--- src/rtl/dmem_agu_if.sv ---
// dmem_agu_if: sample, datamem and tap signals between dmem_agu and its neighbours.
interface dmem_agu_if;
  logic s_valid;
  logic [15:0] s_data;
  logic s_ready;
  logic mem_en;
  logic [7:0] mem_addr;
  logic [15:0] mem_din;
  logic [15:0] mem_dout;
  logic tap_valid;
  logic [15:0] tap_data;
  logic [7:0] tap_idx;
  logic tap_last;
  logic tap_ready;
  logic busy;
  modport slave (
    input s_valid, s_data, mem_dout, tap_ready,
    output s_ready, mem_en, mem_addr, mem_din, tap_valid, tap_data, tap_idx, tap_last, busy
  );
  modport master (
    output s_valid, s_data, mem_dout, tap_ready,
    input s_ready, mem_en, mem_addr, mem_din, tap_valid, tap_data, tap_idx, tap_last, busy
  );
endinterface

--- src/rtl/dmem_agu.sv ---
// dmem_agu: circular-buffer AGU writing samples into datamem and sweeping taps newest-to-oldest.
// Define DMEM_AGU_CLEAR_EN to zero-fill the delay line after every reset.
module dmem_agu #(
  parameter logic [7:0] BUF_BASE = 8'h00,
  parameter int BUF_LEN = 16
) (
  input logic clk,
  input logic rst_n,
  dmem_agu_if.slave bus
);
  localparam logic [7:0] LAST = 8'(BUF_LEN - 1);
  localparam logic [8:0] LEN9 = 9'(BUF_LEN);
  typedef enum logic [2:0] {CLEAR, IDLE, WR, RD, OUT} state_t;
`ifdef DMEM_AGU_CLEAR_EN
  localparam state_t RST_STATE = CLEAR;
`else
  localparam state_t RST_STATE = IDLE;
`endif
  state_t state, state_d;
  logic [7:0] wptr, wptr_d, newest, newest_d, k, k_d, addr_d, idx_d, prev;
  logic [15:0] din_d, data_d;
  logic en_d, valid_d, last_d;
  logic [8:0] back;
  // index of the next-older tap, wrapped back into 0..BUF_LEN-1
  assign back = {1'b0, newest} - {1'b0, k} - 9'd1;
  assign prev = back[8] ? 8'(back + LEN9) : back[7:0];
  assign bus.s_ready = state == IDLE;
  assign bus.busy = state != IDLE;
  always_comb begin
    state_d = state;
    wptr_d = wptr;
    newest_d = newest;
    k_d = k;
    en_d = bus.mem_en;
    addr_d = bus.mem_addr;
    din_d = bus.mem_din;
    valid_d = bus.tap_valid;
    data_d = bus.tap_data;
    idx_d = bus.tap_idx;
    last_d = bus.tap_last;
    case (state)
`ifdef DMEM_AGU_CLEAR_EN
      CLEAR: begin
        en_d = 1'b1;
        addr_d = bus.mem_en ? bus.mem_addr + 8'd1 : BUF_BASE;
        if (bus.mem_en && bus.mem_addr == BUF_BASE + LAST) begin
          en_d = 1'b0;
          addr_d = BUF_BASE;
          state_d = IDLE;
        end
      end
`endif
      IDLE: if (bus.s_valid) begin
        din_d = bus.s_data;
        addr_d = BUF_BASE + wptr;
        en_d = 1'b1;
        state_d = WR;
      end
      WR: begin
        newest_d = wptr;
        k_d = 8'd0;
        wptr_d = wptr == LAST ? 8'd0 : wptr + 8'd1;
        en_d = 1'b0;
        addr_d = BUF_BASE + wptr;
        state_d = RD;
      end
      RD: begin
        data_d = bus.mem_dout;
        idx_d = k;
        last_d = k == LAST;
        valid_d = 1'b1;
        state_d = OUT;
      end
      OUT: if (bus.tap_ready) begin
        valid_d = 1'b0;
        last_d = 1'b0;
        state_d = bus.tap_last ? IDLE : RD;
        k_d = bus.tap_last ? k : k + 8'd1;
        addr_d = bus.tap_last ? bus.mem_addr : BUF_BASE + prev;
      end
      default: state_d = RST_STATE;
    endcase
  end
  always_ff @(posedge clk or negedge rst_n) begin
    if (!rst_n) begin
      state <= RST_STATE;
      wptr <= 8'd0;
      newest <= 8'd0;
      k <= 8'd0;
      bus.mem_en <= 1'b0;
      bus.mem_addr <= BUF_BASE;
      bus.mem_din <= 16'd0;
      bus.tap_valid <= 1'b0;
      bus.tap_data <= 16'd0;
      bus.tap_idx <= 8'd0;
      bus.tap_last <= 1'b0;
    end else begin
      state <= state_d;
      wptr <= wptr_d;
      newest <= newest_d;
      k <= k_d;
      bus.mem_en <= en_d;
      bus.mem_addr <= addr_d;
      bus.mem_din <= din_d;
      bus.tap_valid <= valid_d;
      bus.tap_data <= data_d;
      bus.tap_idx <= idx_d;
      bus.tap_last <= last_d;
    end
  end
endmodule
--- src/flat_wrapper.sv ---
// flat-port wrapper written by rule: the top's interface ports become plain ports
module dmem_agu_flat 
#(
  parameter logic [7:0] BUF_BASE = 8'h00,
  parameter int BUF_LEN = 16
)
  (clk, rst_n, bus_s_valid, bus_s_data, bus_mem_dout, bus_tap_ready, bus_s_ready, bus_mem_en, bus_mem_addr, bus_mem_din, bus_tap_valid, bus_tap_data, bus_tap_idx, bus_tap_last, bus_busy);
  dmem_agu_if bus_i ();
  input logic clk;
  input logic rst_n;
  input wire logic [$bits(bus_i.s_valid)-1:0] bus_s_valid;
  input wire logic [$bits(bus_i.s_data)-1:0] bus_s_data;
  input wire logic [$bits(bus_i.mem_dout)-1:0] bus_mem_dout;
  input wire logic [$bits(bus_i.tap_ready)-1:0] bus_tap_ready;
  output wire logic [$bits(bus_i.s_ready)-1:0] bus_s_ready;
  output wire logic [$bits(bus_i.mem_en)-1:0] bus_mem_en;
  output wire logic [$bits(bus_i.mem_addr)-1:0] bus_mem_addr;
  output wire logic [$bits(bus_i.mem_din)-1:0] bus_mem_din;
  output wire logic [$bits(bus_i.tap_valid)-1:0] bus_tap_valid;
  output wire logic [$bits(bus_i.tap_data)-1:0] bus_tap_data;
  output wire logic [$bits(bus_i.tap_idx)-1:0] bus_tap_idx;
  output wire logic [$bits(bus_i.tap_last)-1:0] bus_tap_last;
  output wire logic [$bits(bus_i.busy)-1:0] bus_busy;
  assign bus_i.s_valid = bus_s_valid;
  assign bus_i.s_data = bus_s_data;
  assign bus_i.mem_dout = bus_mem_dout;
  assign bus_i.tap_ready = bus_tap_ready;
  assign bus_s_ready = bus_i.s_ready;
  assign bus_mem_en = bus_i.mem_en;
  assign bus_mem_addr = bus_i.mem_addr;
  assign bus_mem_din = bus_i.mem_din;
  assign bus_tap_valid = bus_i.tap_valid;
  assign bus_tap_data = bus_i.tap_data;
  assign bus_tap_idx = bus_i.tap_idx;
  assign bus_tap_last = bus_i.tap_last;
  assign bus_busy = bus_i.busy;
  dmem_agu #(.BUF_BASE(BUF_BASE), .BUF_LEN(BUF_LEN)) u_core (.clk(clk), .rst_n(rst_n), .bus(bus_i));
endmodule
--- config.mk ---
export PLATFORM = sky130hd
export DESIGN_NAME = dmem_agu_flat
export DESIGN_NICKNAME = d
export VERILOG_FILES = /design/src/rtl/dmem_agu_if.sv /design/src/rtl/dmem_agu.sv /design/src/flat_wrapper.sv
export SDC_FILE = /design/constraint.sdc
export NUM_CORES = 1
export LEC_CHECK = 0
export BUFFER_PORTS_ARGS = -buffer_cell sky130_fd_sc_hd__buf_2
export CAP_MARGIN = 20
export CELL_PAD_IN_SITES_DETAIL_PLACEMENT = 0
export CELL_PAD_IN_SITES_GLOBAL_PLACEMENT = 1
export CORE_ASPECT_RATIO = 0.5
export CORE_MARGIN = 5
export CORE_UTILIZATION = 33
export DETAILED_ROUTE_END_ITERATION = 12
export PLACE_DENSITY_LB_ADDON = 0.1
export SETUP_SLACK_MARGIN = 0.1
export SYNTH_ARGS = -nofsm -noshare
export SYNTH_HDL_FRONTEND = slang
export SYNTH_SLANG_ARGS = --single-unit
export TNS_END_PERCENT = 100
--- constraint.sdc ---
create_clock -name clk -period 6.98 [get_ports clk]
set_input_delay 1.047 -clock clk [delete_from_list [all_inputs] [get_ports clk]]
set_output_delay 1.047 -clock clk [all_outputs]
set_load 0.05 [all_outputs]
# == After elaboration in Yosys (flattened, before gate mapping) ==
# Cells that the tools add are included.
# word_totals
register_bits,78
out_inout_bits,53
# op_classes
add_sub_neg,5
n_eq_ne,10
n_mux,18
n_reduce_logical,10
# ops
op,n
two-way mux 8 bit,7
case mux 8 bit (3 select lines),1
"adder 8 x 1 -> 8 bit, second input constant",2
"equality test 8 x 4 -> 1 bit, second input constant",2
case mux 8 bit (2 select lines),1
case mux 3 bit (4 select lines),1
subtractor 8 x 8 -> 9 bit,1
"subtractor 9 x 1 -> 9 bit, second input constant",1
"adder 8 x 5 -> 8 bit, second input constant",1
AND reduction 2 bit,4
"equality test 3 x 2 -> 1 bit, second input constant",2
two-way mux 3 bit,2
"inequality test 2 bit, second input constant",3
case mux 1 bit (2 select lines),3
nonzero test 2 bit,3
AND reduction 4 bit,1
"equality test 3 x 1 -> 1 bit, second input constant",1
"equality test 3 bit, second input constant",1
"inequality test 3 x 1 -> 1 bit, second input constant",1
AND reduction 3 bit,1
nonzero test 3 bit,1
two-way mux 1 bit,2
two-way mux 2 bit,1

# == Longest topological paths before layout ==
# depth
word_depth,7
mapped_depth,9

# == Worst setup path before layout ==
# Ideal clock, no wire load.
# synth_path
kind,register to output
from,reg u_core.state[0]
to,out bus_busy
t_arrival_ns,2.582
t_required_ns,5.933
path_slack_ns,3.351
path_stages_with_launch,4
path_buffers,1
cell_sequence,dfstp_2 clkbuf_1 nor3b_1 inv_1
# synth_between
elab_chain_len,1
# synth_lines
item,line,rtl
from (decl),dmem_agu.sv:19,"state_t state, state_d;"
from (signal assigned),dmem_agu.sv:98,state <= state_d;
inequality test 3 x 1 -> 1 bit,dmem_agu.sv:28,assign bus.busy = state != IDLE;
to (decl),flat_wrapper.sv:23,output wire logic [$bits(bus_i.busy)-1:0] bus_busy;
# No other way between the ends.

# == Worst setup path after layout ==
# layout_path
from,in bus_s_valid
to,reg u_core.bus.mem_addr[7]
# layout_between
elab_chain_len,2
# layout_lines
item,line,rtl
from (decl),flat_wrapper.sv:11,input wire logic [$bits(bus_i.s_valid)-1:0] bus_s_valid;
inequality test 2 bit (no line),n/a,
AND reduction 4 bit (no line),n/a,
to (signal assigned),dmem_agu.sv:103,bus.mem_addr <= addr_d;
to (decl),dmem_agu_if.sv:18,"output s_ready, mem_en, mem_addr, mem_din, tap_valid, tap_data, tap_idx, tap_last, busy"
# No other way between the ends.
# A chain may end at the register's enable or synchronous reset.

==> flow_summary.yaml <==
synthesis:
  synth_edf_count: 0
  synth-seq-area-share_pct: 54.3
  synth_top_family_by_area: "multiplexers"
  synth.area.mux_share_pct: 14.3
  synth_top_area_share_pct: 53.5
  synth-simple-area-share_pct: 10.4
  yosys_most_used_dff: "dfrtp_1"
  netlist_instances: 305
  synth_seq_cells: 78
  avgSynthCellArea_um2: 11.8
  yosys_warnings: 0
  ys_types: 50
  synth_compound_area_share_pct: 9.35
  yosysTopAreaCell: "dfrtp_1"
  ys_top_cells_by_area: "dfrtp_1 (54%), mux2_2 (13%), ha_1 (3.5%)"
  synthAdderAreaFrac_pct: 4.03
  synth_xor_area_share_pct: 4.76
  syn_area_um2: 3600
  async_flop_share_pct: 100
  syn-num-nets: 352
timing:
  finalSetupTns_ps: 0
  hold_viol: 0
  setup_viol: 0
  worst_slew_pin_slew_ps: 956
  max_freq_mhz: 357
  rsz0062_at_grt: "no"
  relSlewSlack_pct: 36.0
  fin_crit_ps: 2800
  clock_skew_ps: 5.63
  maxSlewViolCount: 0
  finalCritPeriodShare_pct: 40.1
  layout_setup_ws_ps: 4180
placed_design:
  dpl.hpwl_mm: 5.99
  place_inst: 524
  io_buffers: 88
  place_ws_ps: 3790
  gp_congestion: 0.723
grt:
  overflow: 0
  grt_pass1_vias: 2673
  grt_max_degree: 78
  antenna_found_initial: 0
  grt_pass1_wl_mm: 13.4
  grt_usage_pct: 12.8
job:
  cap_violations: 0
outcome:
  status: "finished, final reports clean"
setup_path:
  path_class: "in2reg"
  crit_arrival_ps: 3020
  critPathLaunchType: "input pin"
  cp-end-kind: "flop"
  crit_fanout: 18
  cp.required_ps: 7200
layout:
  areaGrowthSynthToFinish_pct: 25.2
  nets: 443
  drive_above_1_share_pct: 38.9
  diodes: 0
  fin_cells: 541
  fin_util_pct: 43.3
clock_network:
  cts.sinks: 78
  worst_skew_pair.late_latency_ps: 340
  ctsHtreeMaxLevel: 3
  ctsHoldBuffers: 0
  cts_buffers: 9
  max-clock-path-buffers: 2
  cts_setup_buffers: 0
  clk_pin_slew_ps: 60
  cts_resized: 0
  cts_tree: "done"
  cts_root_buf: "clkbuf_16"
detailed_routing:
  firstDrtPassIters: 5
  wl_mm: 8.09
  first_iter_violations: 89
  route.vias.total: 2554
  route.detailed.drc: 0
  routedWlPerCell_um: 15.0
  ant_nets: 0
  vias_per_cell: 4.72
floorplanning:
  die_area_um2: 13200
  fp.coreArea_um2: 10400
  num_rows: 26
  die_w_um: 158
  start_util_pct: 34.6
  ioPinCount: 89
  die_h_um: 83.8
worst_hold_path:
  hold_class: "reg2reg"
-- layout by cell type, fill, tap and decap left out, types with 4 or more instances in the layout --
cell and count:
a21o_1 5, a21oi_1 8, buf_2 87, clkbuf_16 9, dfrtp_1 77, ha_1 10, inv_1 13, mux2_2 42
mux2i_1 4, nand2_1 25, nand3_1 8, nor2_1 22, nor3_1 4, o21ai_0 18, xnor2_1 13, xor2_1 4
-- worst paths after layout --
| kind | startpoint | end | slack (ps) | cells after the start |
|---|---|---|---|---|
| setup / recovery | bus_s_valid | u_core.bus.mem_addr[7] | 4180 | 6 |
| hold / removal | u_core.bus.tap_valid | u_core.bus.tap_valid | 470 | 2 |
| setup reg to reg | u_core.k[0] | u_core.bus.mem_addr[7] | 4200 | 9 |
| hold reg to reg | u_core.bus.tap_valid | u_core.bus.tap_valid | 470 | 2 |
| max in group asynchronous | rst_n | u_core.state[0] | 5760 | 3 |
| min in group asynchronous | rst_n | u_core.bus.tap_data[7] | 480 | 1 |
-- cell families after synthesis --
kind of cell / count (synthesis)
flops: 78
mux: 46
buf+inv: 24
fa+ha+maj: 11
xor+xnor: 18
simple gates: 78
compound gates: 50
-- sequential cells by signal, summed over array words and instances, names as in the netlist --
name and flops:
u_core.bus.tap_data 16, u_core.bus.mem_addr 8, u_core.state 3, u_core.bus.tap_valid 1, u_core.bus.tap_last 1, u_core.k 8
u_core.wptr 8, u_core.newest 8, u_core.bus.mem_din 16, u_core.bus.tap_idx 8, u_core.bus.mem_en 1
-- layout make-up --
type	count	area, um2
Tap cell	140	175
Timing Repair Buffer	91	485
Multi-Input combinational cell	203	1540
Sequential cell	78	1950
Clock buffer	11	243
Clock inverter	5	58.8
Inverter	13	48.8
Fill cell	997	5910
-- synth_stat cells (2+ instances only) --
library cell / number
a21o_1: 5
a21oi_1: 8
and3_2: 2
clkbuf_1: 8
dfrtp_1: 77
ha_1: 10
inv_1: 13
mux2_2: 42
mux2i_1: 4
nand2_1: 25
nand3_1: 8
nand4_1: 3
nand4bb_1: 2
nor2_1: 22
nor3_1: 4
nor3b_1: 2
nor4_1: 2
o211ai_1: 2
o21a_1: 2
o21ai_0: 18
o31ai_1: 2
xnor2_1: 13
xor2_1: 4
-- routing by layer --
metal / GRT usage (%) / routed length (um) / up-vias
met5: 0 / 0 / -
met4: 3.75 / 89 / 0
met3: 4.82 / 691 / 11
met2: 17.8 / 3220 / 87
met1: 18.5 / 4090 / 1198
li1: - / - / 1258
-- worst max-delay path, stage by stage --
cell and delay, ps:
buf_2 100, and2_1 400, nor2_1 760, inv_1 190
and3_2 260, a221o_1 250
-- through the flow --
step / area (um2) / hold slack, ps
after floorplan: 3600 / 467
after global placement: 4180 / 459
after detailed placement: 4180 / 466
after CTS: 4480 / 466
after global routing: 4500 / 468
final: 4500 / 471
Power is left out: the tool's default activity adds up to more than one toggle a clock period on the data nets, which glitch-free logic cannot reach.
